### config.mk
export PLATFORM = sky130hd
export DESIGN_NAME = lsu_riscv_flat
export DESIGN_NICKNAME = d
export VERILOG_FILES = /design/src/rtl/lsu_riscv_if.sv /design/src/rtl/lsu_riscv.sv /design/src/flat_wrapper.sv
export SDC_FILE = /design/constraint.sdc
export NUM_CORES = 1
export LEC_CHECK = 0
export BUFFER_PORTS_ARGS = -buffer_cell sky130_fd_sc_hd__buf_2
export CELL_PAD_IN_SITES_DETAIL_PLACEMENT = 0
export CELL_PAD_IN_SITES_GLOBAL_PLACEMENT = 1
export CORE_MARGIN = 5
export CORE_UTILIZATION = 25
export CTS_CLUSTER_DIAMETER = 150
export DETAILED_ROUTE_END_ITERATION = 10
export PLACE_DENSITY = 0.68
export SLEW_MARGIN = 40
export SYNTH_ARGS = -nofsm -noshare
export SYNTH_HDL_FRONTEND = slang
export SYNTH_SLANG_ARGS = --single-unit
export TNS_END_PERCENT = 10
### constraint.sdc
create_clock -name clk_i -period 3.3 [get_ports clk_i]
set_clock_uncertainty 0.2 [all_clocks]
set_input_delay 0.495 -clock clk_i [delete_from_list [all_inputs] [get_ports clk_i]]
set_output_delay 0.495 -clock clk_i [all_outputs]
set_load 0.01 [all_outputs]
### src/rtl/lsu_riscv_if.sv
// Core/memory bundle for the RISC-V load/store unit; the LSU connects through the slave modport,
// and the core/memory side (or a testbench) through the master modport.
interface lsu_riscv_if;
  logic        core_req_i;
  logic        core_we_i;
  logic [2:0]  core_size_i;
  logic [31:0] core_addr_i;
  logic [31:0] core_wd_i;
  logic [31:0] core_rd_o;
  logic        core_stall_req_o;
  logic        core_misalign_o;
  logic        mem_req_o;
  logic        mem_we_o;
  logic [3:0]  mem_be_o;
  logic [31:0] mem_addr_o;
  logic [31:0] mem_wd_o;
  logic [31:0] mem_rd_i;
  logic        mem_ready_i;

  modport slave (
    input  core_req_i, core_we_i, core_size_i, core_addr_i, core_wd_i,
    input  mem_rd_i, mem_ready_i,
    output core_rd_o, core_stall_req_o, core_misalign_o,
    output mem_req_o, mem_we_o, mem_be_o, mem_addr_o, mem_wd_o
  );

  modport master (
    output core_req_i, core_we_i, core_size_i, core_addr_i, core_wd_i,
    output mem_rd_i, mem_ready_i,
    input  core_rd_o, core_stall_req_o, core_misalign_o,
    input  mem_req_o, mem_we_o, mem_be_o, mem_addr_o, mem_wd_o
  );
endinterface

### src/rtl/lsu_riscv.sv
// RISC-V load/store unit: IDLE/WAIT/DONE handshake, byte lanes, load extension.
// Optional macro LSU_MISALIGN_CHECK_EN traps misaligned H/W accesses instead of issuing them.
module lsu_riscv (
  input  logic        clk_i,
  input  logic        arst_n_i,
  lsu_riscv_if.slave  bus
);

  localparam logic [1:0] IDLE = 2'd0;
  localparam logic [1:0] WAIT = 2'd1;
  localparam logic [1:0] DONE = 2'd2;

  logic [1:0]  state_q, state_d;
  logic        we_q, we_d;
  logic [2:0]  size_q, size_d;
  logic [1:0]  off_q, off_d;
  logic [31:0] addr_q, addr_d;
  logic [31:0] wd_q, wd_d;
  logic [3:0]  be_q, be_d;
  logic [31:0] rd_q, rd_d;
  logic        misalign_q, misalign_d;

  logic        reqIsByte, reqIsHalf, reqMisalign;
  logic [3:0]  reqBe;
  logic [31:0] reqWd;

  // Size codes other than B/BU (x00) and H/HU (x01) all behave as a word.
  assign reqIsByte = (bus.core_size_i[1:0] == 2'b00);
  assign reqIsHalf = (bus.core_size_i[1:0] == 2'b01);

  always_comb begin
    reqBe = 4'b1111;
    reqWd = bus.core_wd_i;
    if (reqIsByte) begin
      reqBe = 4'b0001 << bus.core_addr_i[1:0];
      reqWd = {4{bus.core_wd_i[7:0]}};
    end else if (reqIsHalf) begin
      reqBe = 4'b0011 << {bus.core_addr_i[1], 1'b0};
      reqWd = {2{bus.core_wd_i[15:0]}};
    end
  end

`ifdef LSU_MISALIGN_CHECK_EN
  assign reqMisalign = (reqIsHalf && bus.core_addr_i[0]) ||
                       (!reqIsByte && !reqIsHalf && (bus.core_addr_i[1:0] != 2'b00));
`else
  assign reqMisalign = 1'b0;
`endif

  logic [7:0]  loadByte;
  logic [15:0] loadHalf;
  logic [31:0] loadVal;

  assign loadByte = bus.mem_rd_i[{off_q, 3'b000} +: 8];
  assign loadHalf = off_q[1] ? bus.mem_rd_i[31:16] : bus.mem_rd_i[15:0];

  always_comb begin
    loadVal = bus.mem_rd_i;
    if (size_q[1:0] == 2'b00) begin
      loadVal = size_q[2] ? {24'b0, loadByte} : {{24{loadByte[7]}}, loadByte};
    end else if (size_q[1:0] == 2'b01) begin
      loadVal = size_q[2] ? {16'b0, loadHalf} : {{16{loadHalf[15]}}, loadHalf};
    end
  end

  always_comb begin
    state_d    = state_q;
    we_d       = we_q;
    size_d     = size_q;
    off_d      = off_q;
    addr_d     = addr_q;
    wd_d       = wd_q;
    be_d       = be_q;
    rd_d       = rd_q;
    misalign_d = 1'b0;
    case (state_q)
      IDLE: begin
        if (bus.core_req_i) begin
          if (reqMisalign) begin
            state_d    = DONE;
            misalign_d = 1'b1;
          end else begin
            state_d = WAIT;
            we_d    = bus.core_we_i;
            size_d  = bus.core_size_i;
            off_d   = bus.core_addr_i[1:0];
            addr_d  = {bus.core_addr_i[31:2], 2'b00};
            wd_d    = reqWd;
            be_d    = reqBe;
          end
        end
      end
      WAIT: begin
        if (bus.mem_ready_i) begin
          state_d = DONE;
          if (!we_q) begin
            rd_d = loadVal;
          end
        end
      end
      DONE:    state_d = IDLE;
      default: state_d = IDLE;
    endcase
  end

  // Reset clears the bus-facing registers so an abandoned WAIT leaves nothing on the bus.
  always_ff @(posedge clk_i or negedge arst_n_i) begin
    if (!arst_n_i) begin
      state_q    <= IDLE;
      we_q       <= 1'b0;
      size_q     <= 3'd0;
      off_q      <= 2'd0;
      addr_q     <= 32'd0;
      wd_q       <= 32'd0;
      be_q       <= 4'd0;
      rd_q       <= 32'd0;
      misalign_q <= 1'b0;
    end else begin
      state_q    <= state_d;
      we_q       <= we_d;
      size_q     <= size_d;
      off_q      <= off_d;
      addr_q     <= addr_d;
      wd_q       <= wd_d;
      be_q       <= be_d;
      rd_q       <= rd_d;
      misalign_q <= misalign_d;
    end
  end

  assign bus.mem_req_o        = (state_q == WAIT);
  assign bus.mem_we_o         = we_q;
  assign bus.mem_be_o         = be_q;
  assign bus.mem_addr_o       = addr_q;
  assign bus.mem_wd_o         = wd_q;
  assign bus.core_rd_o        = rd_q;
  assign bus.core_misalign_o  = misalign_q;
  assign bus.core_stall_req_o = bus.core_req_i && (state_q != DONE);

endmodule

### src/flat_wrapper.sv
// flat-port wrapper written by rule: the top's interface ports become plain ports
module lsu_riscv_flat 
  (clk_i, arst_n_i, bus_core_req_i, bus_core_we_i, bus_core_size_i, bus_core_addr_i, bus_core_wd_i, bus_mem_rd_i, bus_mem_ready_i, bus_core_rd_o, bus_core_stall_req_o, bus_core_misalign_o, bus_mem_req_o, bus_mem_we_o, bus_mem_be_o, bus_mem_addr_o, bus_mem_wd_o);
  lsu_riscv_if bus_i ();
  input  logic clk_i;
  input  logic arst_n_i;
  input wire logic [$bits(bus_i.core_req_i)-1:0] bus_core_req_i;
  input wire logic [$bits(bus_i.core_we_i)-1:0] bus_core_we_i;
  input wire logic [$bits(bus_i.core_size_i)-1:0] bus_core_size_i;
  input wire logic [$bits(bus_i.core_addr_i)-1:0] bus_core_addr_i;
  input wire logic [$bits(bus_i.core_wd_i)-1:0] bus_core_wd_i;
  input wire logic [$bits(bus_i.mem_rd_i)-1:0] bus_mem_rd_i;
  input wire logic [$bits(bus_i.mem_ready_i)-1:0] bus_mem_ready_i;
  output wire logic [$bits(bus_i.core_rd_o)-1:0] bus_core_rd_o;
  output wire logic [$bits(bus_i.core_stall_req_o)-1:0] bus_core_stall_req_o;
  output wire logic [$bits(bus_i.core_misalign_o)-1:0] bus_core_misalign_o;
  output wire logic [$bits(bus_i.mem_req_o)-1:0] bus_mem_req_o;
  output wire logic [$bits(bus_i.mem_we_o)-1:0] bus_mem_we_o;
  output wire logic [$bits(bus_i.mem_be_o)-1:0] bus_mem_be_o;
  output wire logic [$bits(bus_i.mem_addr_o)-1:0] bus_mem_addr_o;
  output wire logic [$bits(bus_i.mem_wd_o)-1:0] bus_mem_wd_o;
  assign bus_i.core_req_i = bus_core_req_i;
  assign bus_i.core_we_i = bus_core_we_i;
  assign bus_i.core_size_i = bus_core_size_i;
  assign bus_i.core_addr_i = bus_core_addr_i;
  assign bus_i.core_wd_i = bus_core_wd_i;
  assign bus_i.mem_rd_i = bus_mem_rd_i;
  assign bus_i.mem_ready_i = bus_mem_ready_i;
  assign bus_core_rd_o = bus_i.core_rd_o;
  assign bus_core_stall_req_o = bus_i.core_stall_req_o;
  assign bus_core_misalign_o = bus_i.core_misalign_o;
  assign bus_mem_req_o = bus_i.mem_req_o;
  assign bus_mem_we_o = bus_i.mem_we_o;
  assign bus_mem_be_o = bus_i.mem_be_o;
  assign bus_mem_addr_o = bus_i.mem_addr_o;
  assign bus_mem_wd_o = bus_i.mem_wd_o;
  lsu_riscv u_core (.clk_i(clk_i), .arst_n_i(arst_n_i), .bus(bus_i));
endmodule
==> summary.txt <==
Global route
  – First-pass GRT wire length: 24,910 um
  – Gr usage total: 13.92%
  – Largest net degree at the start of global routing: 54
  – Initial antenna violation count: 0
  – Vias in the first global route: 4,477
  – Global route overflow: 0

Die
  – Io pins: 208
  – Die height: 150.8 um
  – Die W: 150.8 um
  – Standard-cell rows: 51
  – Core Footprint: 0.01953 mm^2
  – Die footprint: 0.02275 mm^2
  – Initial core utilization: 25.39%

Place
  – GPL Wtd Cong: 0.8075
  – DP Wirelength: 12,230 um
  – Port-buffer cells: 204

Clock network
  – Number of buffers created by CTS: 9
  – CTS clk-pin slew, worst paths: 0.07 ns
  – Clock tree sinks: 106
  – Post-CTS Setup Bufs: 0
  – Number of gates resized after cts: 0
  – CTS tree: yes
  – Cts hold-fix bufs: 0
  – Worst-Skew Late Latency: 0.34 ns
  – Htree depth: 3
  – Root Buffer: clkbuf_16
  – Clock buffer depth: 2

Timing
  – Post-route setup TNS: 0 ns
  – Peak Freq: 0.4541 GHz
  – Final hold violation count: 11
  – Worst Tran Pin Value: 0.7748 ns
  – WHS: -0.01866 ns
  – Tcrit/Tclk final: 66.73%
  – RSZ-0062 raised after global routing: false
  – Max Slew Vio Count: 0
  – Max_slew headroom: 48.35%
  – Min Tclk post-route: 2.202 ns
  – # setup viols final: 0

Routing
  – Post-route DRC: 0
  – 1st-iter DRT viols: 178
  – Total number of vias: 4,547
  – Avg WL per Cell: 16.20 um
  – DRT Wirelength: 16,300 um
  – Post-route ant nets: 0
  – First drt pass iteration count: 4
  – DR vias/cell: 4.520

Hold path
  – Worst min path class: in2async

Synthesis
  – Post-synthesis sequential area ratio: 53.49%
  – EDFF count, synth: 0
  – Cells after Synth: 550
  – Asr flop ratio synth: 100.0%
  – Ys Warns: 0
  – Yosys cell types: 37
  – Flops & latches, synth: 106
  – Post-Syn Area: 0.004959 mm^2
  – Top_reg_cell synth: dfrtp_1
  – Avg Cell Area, Syn: 9.015 um^2

Setup path
  – Startpoint Class: register
  – Kind of critical path: reg2reg
  – CP endpoint kind: register
  – Crit Path Max Fanout: 16
  – Critical path origin: u_core.off_q[1]
  – R2R Path Start: u_core.off_q[1]
  – Required time of the critical path: 3.30 ns
  – Data arrival time of the worst path: 2.20 ns

Run status
  – Outcome: finished, violations left
  – Violated checks: hold timing

Cells and area
  – N_diodes: 0
  – Area grow syn2layout: 31.62%
  – Fin nets: 840
  – Share of cells above drive strength 1: 31.98%
  – Util after Layout: 33.42%

Power
  – Power Total: 5583 uW
  – Peak supply drop: 0.2876 mV
  – P per Cell Area: 855.5 mW/mm^2
  – Pleak: 0.003319 uW

Run
  – MaxCap Viol Count: 0
power breakdown:
group          switching (uW)  total (uW)  internal (uW)
registers                 391        2260           1870
logic                    1280        2170            893
clock network             490        1160            666
total                    2160        5580           3430
flip-flops by register name, indices dropped and copies added, names as in the netlist:
register,count
u_core.bus.mem_be_o,4
u_core.bus.mem_addr_o,30
u_core.off_q,2
u_core.size_q,3
u_core.bus.core_rd_o,32
u_core.bus.mem_we_o,1
u_core.bus.mem_wd_o,32
u_core.state_q,2
layer usage:
| layer | up-vias | global-route usage [%] | part of all wire [%] | wire length [um] |
|---|---|---|---|---|
| met5 | - | 0 | 0 | 0 |
| met4 | 0 | 2.267 | 0.68 | 111 |
| met3 | 12 | 5.984 | 10 | 1668 |
| met2 | 177 | 22.24 | 45 | 7410 |
| met1 | 2148 | 17.92 | 44 | 7111 |
| li1 | 2210 | - | - | - |
cell type report:
class | instances | area [um^2]
Fill cell | 2137 | 13000
Sequential cell | 106 | 2653
Multi-Input combinational cell | 401 | 2088
Timing Repair Buffer | 215 | 1131
Tap cell | 265 | 331.6
Clock buffer | 11 | 232.7
Clock inverter | 5 | 78.83
Inverter | 3 | 11.26
cell usage after synthesis (all sizes together) (2+ instances only):
library cell  number  area share [%]
nand2b             2            0.25
o21ai             34             3.4
nor2b              2            0.25
or4                2            0.30
and2               3            0.38
a2111oi            4            0.71
or4b               4            0.81
buf               24             3.0
clkbuf            18             1.4
a21oi             37             3.8
nor2              56             4.3
a22o               8             1.4
nand3b             6            0.91
a31oi              8             1.0
nand2            173              13
nand3              4            0.40
inv                3            0.23
a221oi             9             1.6
o221ai             2            0.35
and3b              2            0.35
dfrtp            106              53
mux2               2            0.45
mux2i             32             6.5
worst max-delay path, stage by stage (launching register included):
cell	delay (ns)
dfrtp_1	0.62
mux2i_1	0.33
mux2i_1	0.14
a21oi_2	0.62
a21oi_1	0.14
final timing paths:
kind                                             end  slack [ns]  depth (start not counted)
min in group clk_i          u_core.bus.mem_addr_o[8]        0.13                          3
setup reg to reg            u_core.bus.core_rd_o[22]        1.10                          4
setup / recovery            u_core.bus.core_rd_o[22]        1.10                          4
max in group asynchronous   u_core.bus.core_rd_o[28]        2.17                          2
hold / removal               u_core.bus.core_rd_o[8]       -0.02                          1
hold reg to reg            u_core.bus.mem_addr_o[18]        0.27                          2
through the flow:
stage	hold slack [ns]	instance area, um^2	std cells	worst slack, ns
6_report	-0.01866	6526	1006	1.098
4_1_cts	0.007951	6526	1006	1.113
3_3_place_gp	0.2544	6215	990	1.151
3_5_place_dp	0.2568	6215	990	1.120
5_1_grt	0.03216	6526	1006	0.9059
2_1_floorplan	-0.0005910	4966	552	1.665
placed cells by master, fill, tap and decap left out, types with 3 or more instances in the layout:
master / n
a2111oi_0: 4
a21oi_1: 36
a221oi_1: 9
a22o_1: 8
a31oi_1: 8
buf_2: 203
buf_4: 10
clkbuf_16: 9
conb_1: 3
dfrtp_1: 106
inv_1: 3
mux2i_1: 32
nand2_1: 172
nand3_1: 4
nand3b_1: 6
nor2_1: 55
o21ai_0: 34
or4b_1: 4
cells by family after synthesis:
family                 share of synthesized area (%)
DFF                                            53.49
and+or+nand+nor                                21.52
muxes                                          7.368
AOI/OAI and AO/OA                              12.92
other                                        0.07563
buffers and inverters                          4.618
(Power assumes the default switching activity.)
